`src/rtl/uart_tx_buffered.sv`:
```
// UART transmitter fed by a small transmit FIFO; frame format (parity, stop bits,
// baud divisor) is captured per word at the moment it leaves the FIFO.
module uart_tx_buffered #(
    parameter int MAX_WIDTH  = 32,
    parameter int DATA_WIDTH = 8,
    parameter int FIFO_DEPTH = 4,
    parameter int OVERSAMPLE = 16
) (
    input  logic                            clk_i,
    input  logic                            rst_ni,
    input  logic [MAX_WIDTH-1:0]            baud_rate_i,
    input  logic [1:0]                      parity_mode_i,
    input  logic                            stop_bits_i,
    input  logic [DATA_WIDTH-1:0]           data_i,
    input  logic                            valid_i,
    output logic                            ready_o,
    output logic                            tx_data_o,
    output logic                            busy_o,
    output logic                            tx_done_o,
    output logic [$clog2(FIFO_DEPTH+1)-1:0] fifo_count_o
);

    localparam int AW = $clog2(FIFO_DEPTH);
    localparam int CW = $clog2(FIFO_DEPTH + 1);
    localparam int BW = $clog2(DATA_WIDTH);
    localparam int TW = $clog2(OVERSAMPLE);

    localparam logic [TW-1:0] TICK_LAST = TW'(OVERSAMPLE - 1);
    localparam logic [TW-1:0] TICK_PEN  = TW'(OVERSAMPLE - 2);
    localparam logic [BW-1:0] LAST_BIT  = BW'(DATA_WIDTH - 1);
    localparam logic [CW-1:0] FULL_CNT  = CW'(FIFO_DEPTH);

    typedef enum logic [2:0] {
        S_IDLE,
        S_START,
        S_DATA,
        S_PARITY,
        S_STOP
    } state_t;

    logic [DATA_WIDTH-1:0] mem_q [FIFO_DEPTH];
    logic [AW-1:0]         wr_ptr_q, rd_ptr_q;
    logic [CW-1:0]         count_q, count_d;
    logic                  ready_q;

    state_t                state_q;
    logic [MAX_WIDTH-1:0]  baud_q, baud_cnt_q;
    logic [TW-1:0]         tick_q;
    logic [BW-1:0]         bit_idx_q;
    logic [DATA_WIDTH-1:0] shift_q;
    logic                  parity_bit_q, par_en_q, stop2_q, stop_idx_q;
    logic                  tx_q, busy_q, done_q;

    logic                  push, pop, bit_end, pen_cycle, final_stop, frame_end;
    logic [MAX_WIDTH-1:0]  baud_eff;
    logic [DATA_WIDTH-1:0] head_word;

    assign baud_eff   = (baud_rate_i == '0) ? MAX_WIDTH'(1) : baud_rate_i;
    assign head_word  = mem_q[rd_ptr_q];
    assign push       = valid_i && ready_q;
    assign bit_end    = (baud_cnt_q == baud_q - MAX_WIDTH'(1)) && (tick_q == TICK_LAST);
    // Second-to-last cycle of a bit; lets tx_done_o be registered yet land on the last cycle.
    assign pen_cycle  = (baud_q == MAX_WIDTH'(1)) ? (tick_q == TICK_PEN)
                      : ((tick_q == TICK_LAST) && (baud_cnt_q == baud_q - MAX_WIDTH'(2)));
    assign final_stop = !stop2_q || stop_idx_q;
    assign frame_end  = (state_q == S_STOP) && final_stop && bit_end;
    assign pop        = (count_q != '0) && ((state_q == S_IDLE) || frame_end);
    assign count_d    = count_q + CW'(push) - CW'(pop);

    always_ff @(posedge clk_i) begin
        if (push) begin
            mem_q[wr_ptr_q] <= data_i;
        end
    end

    always_ff @(posedge clk_i) begin
        if (!rst_ni) begin
            wr_ptr_q <= '0;
            rd_ptr_q <= '0;
            count_q  <= '0;
            ready_q  <= 1'b1;
        end else begin
            if (push) begin
                wr_ptr_q <= wr_ptr_q + AW'(1);
            end
            if (pop) begin
                rd_ptr_q <= rd_ptr_q + AW'(1);
            end
            count_q <= count_d;
            ready_q <= (count_d != FULL_CNT);
        end
    end

    always_ff @(posedge clk_i) begin
        if (!rst_ni) begin
            state_q      <= S_IDLE;
            baud_q       <= MAX_WIDTH'(1);
            baud_cnt_q   <= '0;
            tick_q       <= '0;
            bit_idx_q    <= '0;
            shift_q      <= '0;
            parity_bit_q <= 1'b0;
            par_en_q     <= 1'b0;
            stop2_q      <= 1'b0;
            stop_idx_q   <= 1'b0;
            tx_q         <= 1'b1;
            busy_q       <= 1'b0;
            done_q       <= 1'b0;
        end else begin
            done_q <= (state_q == S_STOP) && final_stop && pen_cycle;

            if (bit_end || (state_q == S_IDLE)) begin
                baud_cnt_q <= '0;
                tick_q     <= '0;
            end else if (baud_cnt_q == baud_q - MAX_WIDTH'(1)) begin
                baud_cnt_q <= '0;
                tick_q     <= tick_q + TW'(1);
            end else begin
                baud_cnt_q <= baud_cnt_q + MAX_WIDTH'(1);
            end

            if (pop) begin
                // Pop from IDLE or at the end of the stop bit(s): start the next frame at once.
                state_q      <= S_START;
                tx_q         <= 1'b0;
                busy_q       <= 1'b1;
                shift_q      <= head_word;
                parity_bit_q <= (^head_word) ^ parity_mode_i[1];
                par_en_q     <= parity_mode_i[0] ^ parity_mode_i[1];
                stop2_q      <= stop_bits_i;
                baud_q       <= baud_eff;
                stop_idx_q   <= 1'b0;
            end else begin
                case (state_q)
                    S_IDLE: begin
                        tx_q   <= 1'b1;
                        busy_q <= 1'b0;
                    end
                    S_START: begin
                        if (bit_end) begin
                            state_q   <= S_DATA;
                            tx_q      <= shift_q[0];
                            shift_q   <= shift_q >> 1;
                            bit_idx_q <= '0;
                        end
                    end
                    S_DATA: begin
                        if (bit_end) begin
                            if (bit_idx_q == LAST_BIT) begin
                                if (par_en_q) begin
                                    state_q <= S_PARITY;
                                    tx_q    <= parity_bit_q;
                                end else begin
                                    state_q    <= S_STOP;
                                    tx_q       <= 1'b1;
                                    stop_idx_q <= 1'b0;
                                end
                            end else begin
                                tx_q      <= shift_q[0];
                                shift_q   <= shift_q >> 1;
                                bit_idx_q <= bit_idx_q + BW'(1);
                            end
                        end
                    end
                    S_PARITY: begin
                        if (bit_end) begin
                            state_q    <= S_STOP;
                            tx_q       <= 1'b1;
                            stop_idx_q <= 1'b0;
                        end
                    end
                    S_STOP: begin
                        if (bit_end) begin
                            if (!final_stop) begin
                                stop_idx_q <= 1'b1;
                            end else begin
                                state_q <= S_IDLE;
                                tx_q    <= 1'b1;
                                busy_q  <= 1'b0;
                            end
                        end
                    end
                    default: begin
                        state_q <= S_IDLE;
                        tx_q    <= 1'b1;
                        busy_q  <= 1'b0;
                    end
                endcase
            end
        end
    end

    assign ready_o      = ready_q;
    assign tx_data_o    = tx_q;
    assign busy_o       = busy_q;
    assign tx_done_o    = done_q;
    assign fifo_count_o = count_q;

endmodule

```
`config.mk`:
```
export PLATFORM = sky130hd
export DESIGN_NAME = uart_tx_buffered
export DESIGN_NICKNAME = d
export VERILOG_FILES = /design/src/rtl/uart_tx_buffered.sv
export SDC_FILE = /design/constraint.sdc
export NUM_CORES = 1
export LEC_CHECK = 0
export CORE_UTILIZATION = 64
export CTS_BUF_LIST = sky130_fd_sc_hd__clkbuf_16
export DETAILED_ROUTE_END_ITERATION = 10
export GPL_ROUTABILITY_DRIVEN = 0
export GPL_TIMING_DRIVEN = 0
export PLACE_DENSITY = 0.83
export SLEW_MARGIN = 25
export SYNTH_ARGS = -nofsm -noshare
export SYNTH_HDL_FRONTEND = slang
export SYNTH_SLANG_ARGS = --single-unit
```
`constraint.sdc`:
```
create_clock -name clk_i -period 6.2 [get_ports clk_i]
set_input_delay 0.62 -clock clk_i [delete_from_list [all_inputs] [get_ports clk_i]]
set_output_delay 0.62 -clock clk_i [all_outputs]
set_load 0.02 [all_outputs]
```
==> summary.md <==
| Metric | Value |
|---|---|
| Gr usage total | 0.357 |
| Synth warn | 0 |
| Avg Cell Area, Syn | between 8 and 9 um2 |
| CTS sink cnt | 131 |
| Final clock skew | around 9.5 ps |
| Layout cells sized above 1 | 0.0803 |
| Worst slew pin tran | ~900 ps |
| Post-cts resize count | 0 |
| Comb power frac | 0.464 |
| Final core occ | 0.781 |
| Area growth, synth to finish | 17.3% |
| Asr flop ratio synth | 0 |
| Peak supply drop | ~0.31 mV |
| Post-Syn Instances | about 840 |
| Number of fill cells | 773 |
| Clock Power Share | 0.245 |
| Hold Crit Class | flop to flop |
| Vias in the first global route | ~6600 |
| Crit path kind | flop to flop |
| Final max-slew violation count | 0 |
| Syn nets | 899 |
| Chip height | ~110 um |
| CP Max Fanout | 10 |
| Placed cell area | approximately 8000 um2 |
| First-pass GRT wire length | ~32000 um |
| Max Cap Viol | 0 |
| Internal power | around 2.3 mW |
| Final period utilization | 0.820 |
| Final ANT Viol Nets | 0 |
| Post-synthesis compound-gate area fraction | 0.119 |
| Worst path arrival time | about 5400 ps |
| Post-detail-place hpwl | about 15000 um |
| CTS tree | built |
| NetSw | approximately 1.7 mW |
| CTS root buffer | clkbuf_16 |
| Post-synthesis sequential area ratio | 0.400 |
| Post-DR wirelength/cell | 18.9 um |
| Ant diodes | 0 |
| DR iter-0 viols | between 500 and 600 |
| Die width | about 110 um |
| Die area | about 12000 um2 |
| GR Overflow Total | 0 |
| Final std cells w/o fill | around 1100 |
| DRC errors left | 0 |
| Vias per cell | approximately 6.4 |
| Total power | roughly 4.0 mW |
| Placed insts | roughly 1000 |
| Fin. Hold Viols | 0 |
| Startpoint types | flop |
| Synth Flop Type | dfxtp_1 |
| Port-buffer cells | 52 |
| Critical path buffers and inverters | 4 |
| CTS Hold Bufs | 0 |
| Clk_lat worst skew | 430 ps |
| Setup-failing EPs final | 0 |
| Worst EP required | approximately 6500 ps |
| Initial antenna violation count | 0 |
| Status | completed |
| H-tree Lvls | 4 |
| Row count | 38 |
| Post-synth EDFFs | 32 |
| Switching Fraction | 0.422 |
| Min cycle time layout | around 5100 ps |
| Relative slew slack | 0.387 |
| Synth Area in Simple Gates | 0.268 |
| CTS Buf Count | 17 |
| Mux contribution to synthesized area | 0.0315 |
| # Post-CTS Setup Buffers | 0 |
| Most frequent CP cell | ha_1 |
| RSZ-0062 raised after global routing | false |
| Design area | 8620 um2 |
| Top cell family by delay on the critical path | simple AND/OR/NAND/NOR gates |
| Main combinational cell family by area after synthesis | simple AND/OR/NAND/NOR gates |
| Fmax | between 150 and 200 MHz |
| CP peak stage delay | 530 ps |
| Largest net degree at the start of global routing | 17 |
| Post-Synthesis Cell Area | between 7000 and 8000 um2 |
| Effective utilization at floorplan | 0.666 |
| Worst-path clk slew | roughly 60 ps |
| PwrDens | 459 nW/um2 |
| Worst Setup End Kind | flop |
| Critical Path Slowest Stage Cell | nor4b_2 |
| DRT Wirelength | about 20000 um |
| Sum of negative setup slack | 0 ps |
| Leak | roughly 3.1 nW |
| Cell chain of the critical path | inv_1 -> ha_1 -> nor4b_2 -> nand4_1 -> or3_1 -> a211oi_2 -> nand4_1 -> nor4b_4 -> o21ai_2 -> clkinv_2 -> buf_6 -> ha_1 -> inv_1 -> ha_1 -> fa_1 -> xnor2_1 -> and2_1 -> nand2_1 |
| Top Ports | 53 |
| Unique cell type count in the Yosys netlist | around 70 |
| Area share of xor/xnor cells in the synthesized design | 0.117 |
| Core area | between 10000 and 15000 um2 |
| NumNets Final | 970 |
| Sequential share of power | 0.290 |
| Max clock buf depth | 2 |
| Via count | slightly below 7000 |
| Synthesized flop and latch total | ~130 |
| Adder-Cell Fraction of Synth Area | 0.0266 |
| Drt pass-1 iters | 5 |
[worst min-delay path, delay by kind of cell (launching register included)]
family          cells  cell delay (ps)
simple gates        1               50
compound gates      1               50
flops               1              310
[final timing paths]
| path | startpoint | endpoint | slack (ps) | depth (start not counted) |
|---|---|---|---|---|
| worst max-delay path | baud_q[1]$_SDFFE_PN0P_ | ready_o$_SDFF_PN1_ | 1120 | 18 |
| worst min-delay path | busy_o$_SDFFE_PN0P_ | busy_o$_SDFFE_PN0P_ | 460 | 2 |
| worst max register to register | baud_q[1]$_SDFFE_PN0P_ | ready_o$_SDFF_PN1_ | 1120 | 18 |
| worst min register to register | busy_o$_SDFFE_PN0P_ | busy_o$_SDFFE_PN0P_ | 460 | 2 |
[sequential cells by signal, summed over array words and instances, names as in the netlist, 2 cells and up, named ones only]
register      count
fifo_count_o      3
baud_q           32
tick_q            4
shift_q           8
mem_q            32
baud_cnt_q       32
bit_idx_q         3
wr_ptr_q          2
state_q           3
rd_ptr_q          2
[stage by stage]
step	hold WS (ps)	setup slack [ps]
after floorplan	436	2100
after global placement	445	1380
after detailed placement	454	1240
after CTS	463	1220
after global routing	472	827
final	459	1120
[kinds of logic (layout without fill, tap and decap cells)]
kind of cell / after synthesis / in the layout
buffers and inverters: 57 / 141
DFF: 131 / 131
adders and majority gates: 15 / 15
xor gates and xnor gates: 98 / 98
and+or+nand+nor: 384 / 384
muxes: 13 / 13
AOI/OAI and AO/OA: 140 / 140
[synthesized netlist by cell type, types with 4 or more instances]
| library cell | count | area share |
|---|---|---|
| xnor2_1 | 45 | 0.054 |
| nand2_1 | 113 | 0.058 |
| o22ai_1 | 4 | 0.0034 |
| and2_1 | 10 | 0.0085 |
| dfxtp_1 | 99 | 0.27 |
| or3_1 | 7 | 0.0060 |
| nor3_1 | 25 | 0.017 |
| and3_1 | 21 | 0.018 |
| buf_6 | 6 | 0.0092 |
| or4_1 | 9 | 0.0092 |
| a211oi_1 | 8 | 0.0082 |
| ha_1 | 14 | 0.024 |
| mux4_2 | 8 | 0.025 |
| and4_1 | 5 | 0.0060 |
| a21oi_1 | 64 | 0.044 |
| nor2_1 | 80 | 0.041 |
| mux2i_1 | 4 | 0.0054 |
| xor2_1 | 53 | 0.063 |
| edfxtp_1 | 32 | 0.13 |
| o21ai_0 | 15 | 0.010 |
| clkbuf_1 | 20 | 0.010 |
| buf_2 | 11 | 0.0075 |
| nor4_1 | 30 | 0.026 |
| nand2b_1 | 5 | 0.0043 |
| nand4_1 | 24 | 0.020 |
| a22oi_1 | 7 | 0.0072 |
| nand3_1 | 37 | 0.025 |
| inv_1 | 14 | 0.0072 |
| o31ai_1 | 5 | 0.0051 |
| a31oi_1 | 10 | 0.0085 |
[routing by layer]
layer,wire length (um),share of wire,global-route usage
met1,7760,0.39,0.396
met2,9970,0.50,0.617
met3,1390,0.069,0.0813
met4,997,0.050,0.222
met5,0,0,0
[cells in the final DEF (no fill, tap or decap), types with 15 or more instances in the layout]
| cell type | n |
|---|---|
| nand2_1 | 113 |
| xnor2_1 | 45 |
| and3_1 | 21 |
| nor2_1 | 80 |
| edfxtp_1 | 32 |
| o21ai_0 | 15 |
| dfxtp_1 | 99 |
| xor2_1 | 53 |
| nand4_1 | 24 |
| clkbuf_16 | 17 |
| nor4_1 | 29 |
| nand3_1 | 37 |
| clkdlybuf4s50_1 | 52 |
| nor3_1 | 25 |
| a21oi_1 | 64 |
| clkbuf_1 | 20 |
[power groups by stage]
stage	clock, mW	combinational [mW]	sequential, mW
floorplan	0	1.33	1.14
global placement	0	1.71	1.15
detailed placement	0	1.77	1.16
CTS	0.973	1.79	1.14
global route	1.01	1.98	1.16
finish	0.972	1.84	1.15
[cell type report]
type,count,area (um2),share of cell area
plain buffers,41,216,0.0251
clock buffers,17,425,0.0494
clock inverters,15,144,0.0167
inverters,16,61.3,0.00711
multi-input cells,650,4130,0.480
flip-flops and latches,131,2940,0.341
well taps,140,175,0.0203
repair buffers,52,520,0.0604
Note: power is estimated with default switching activity, not from simulation.
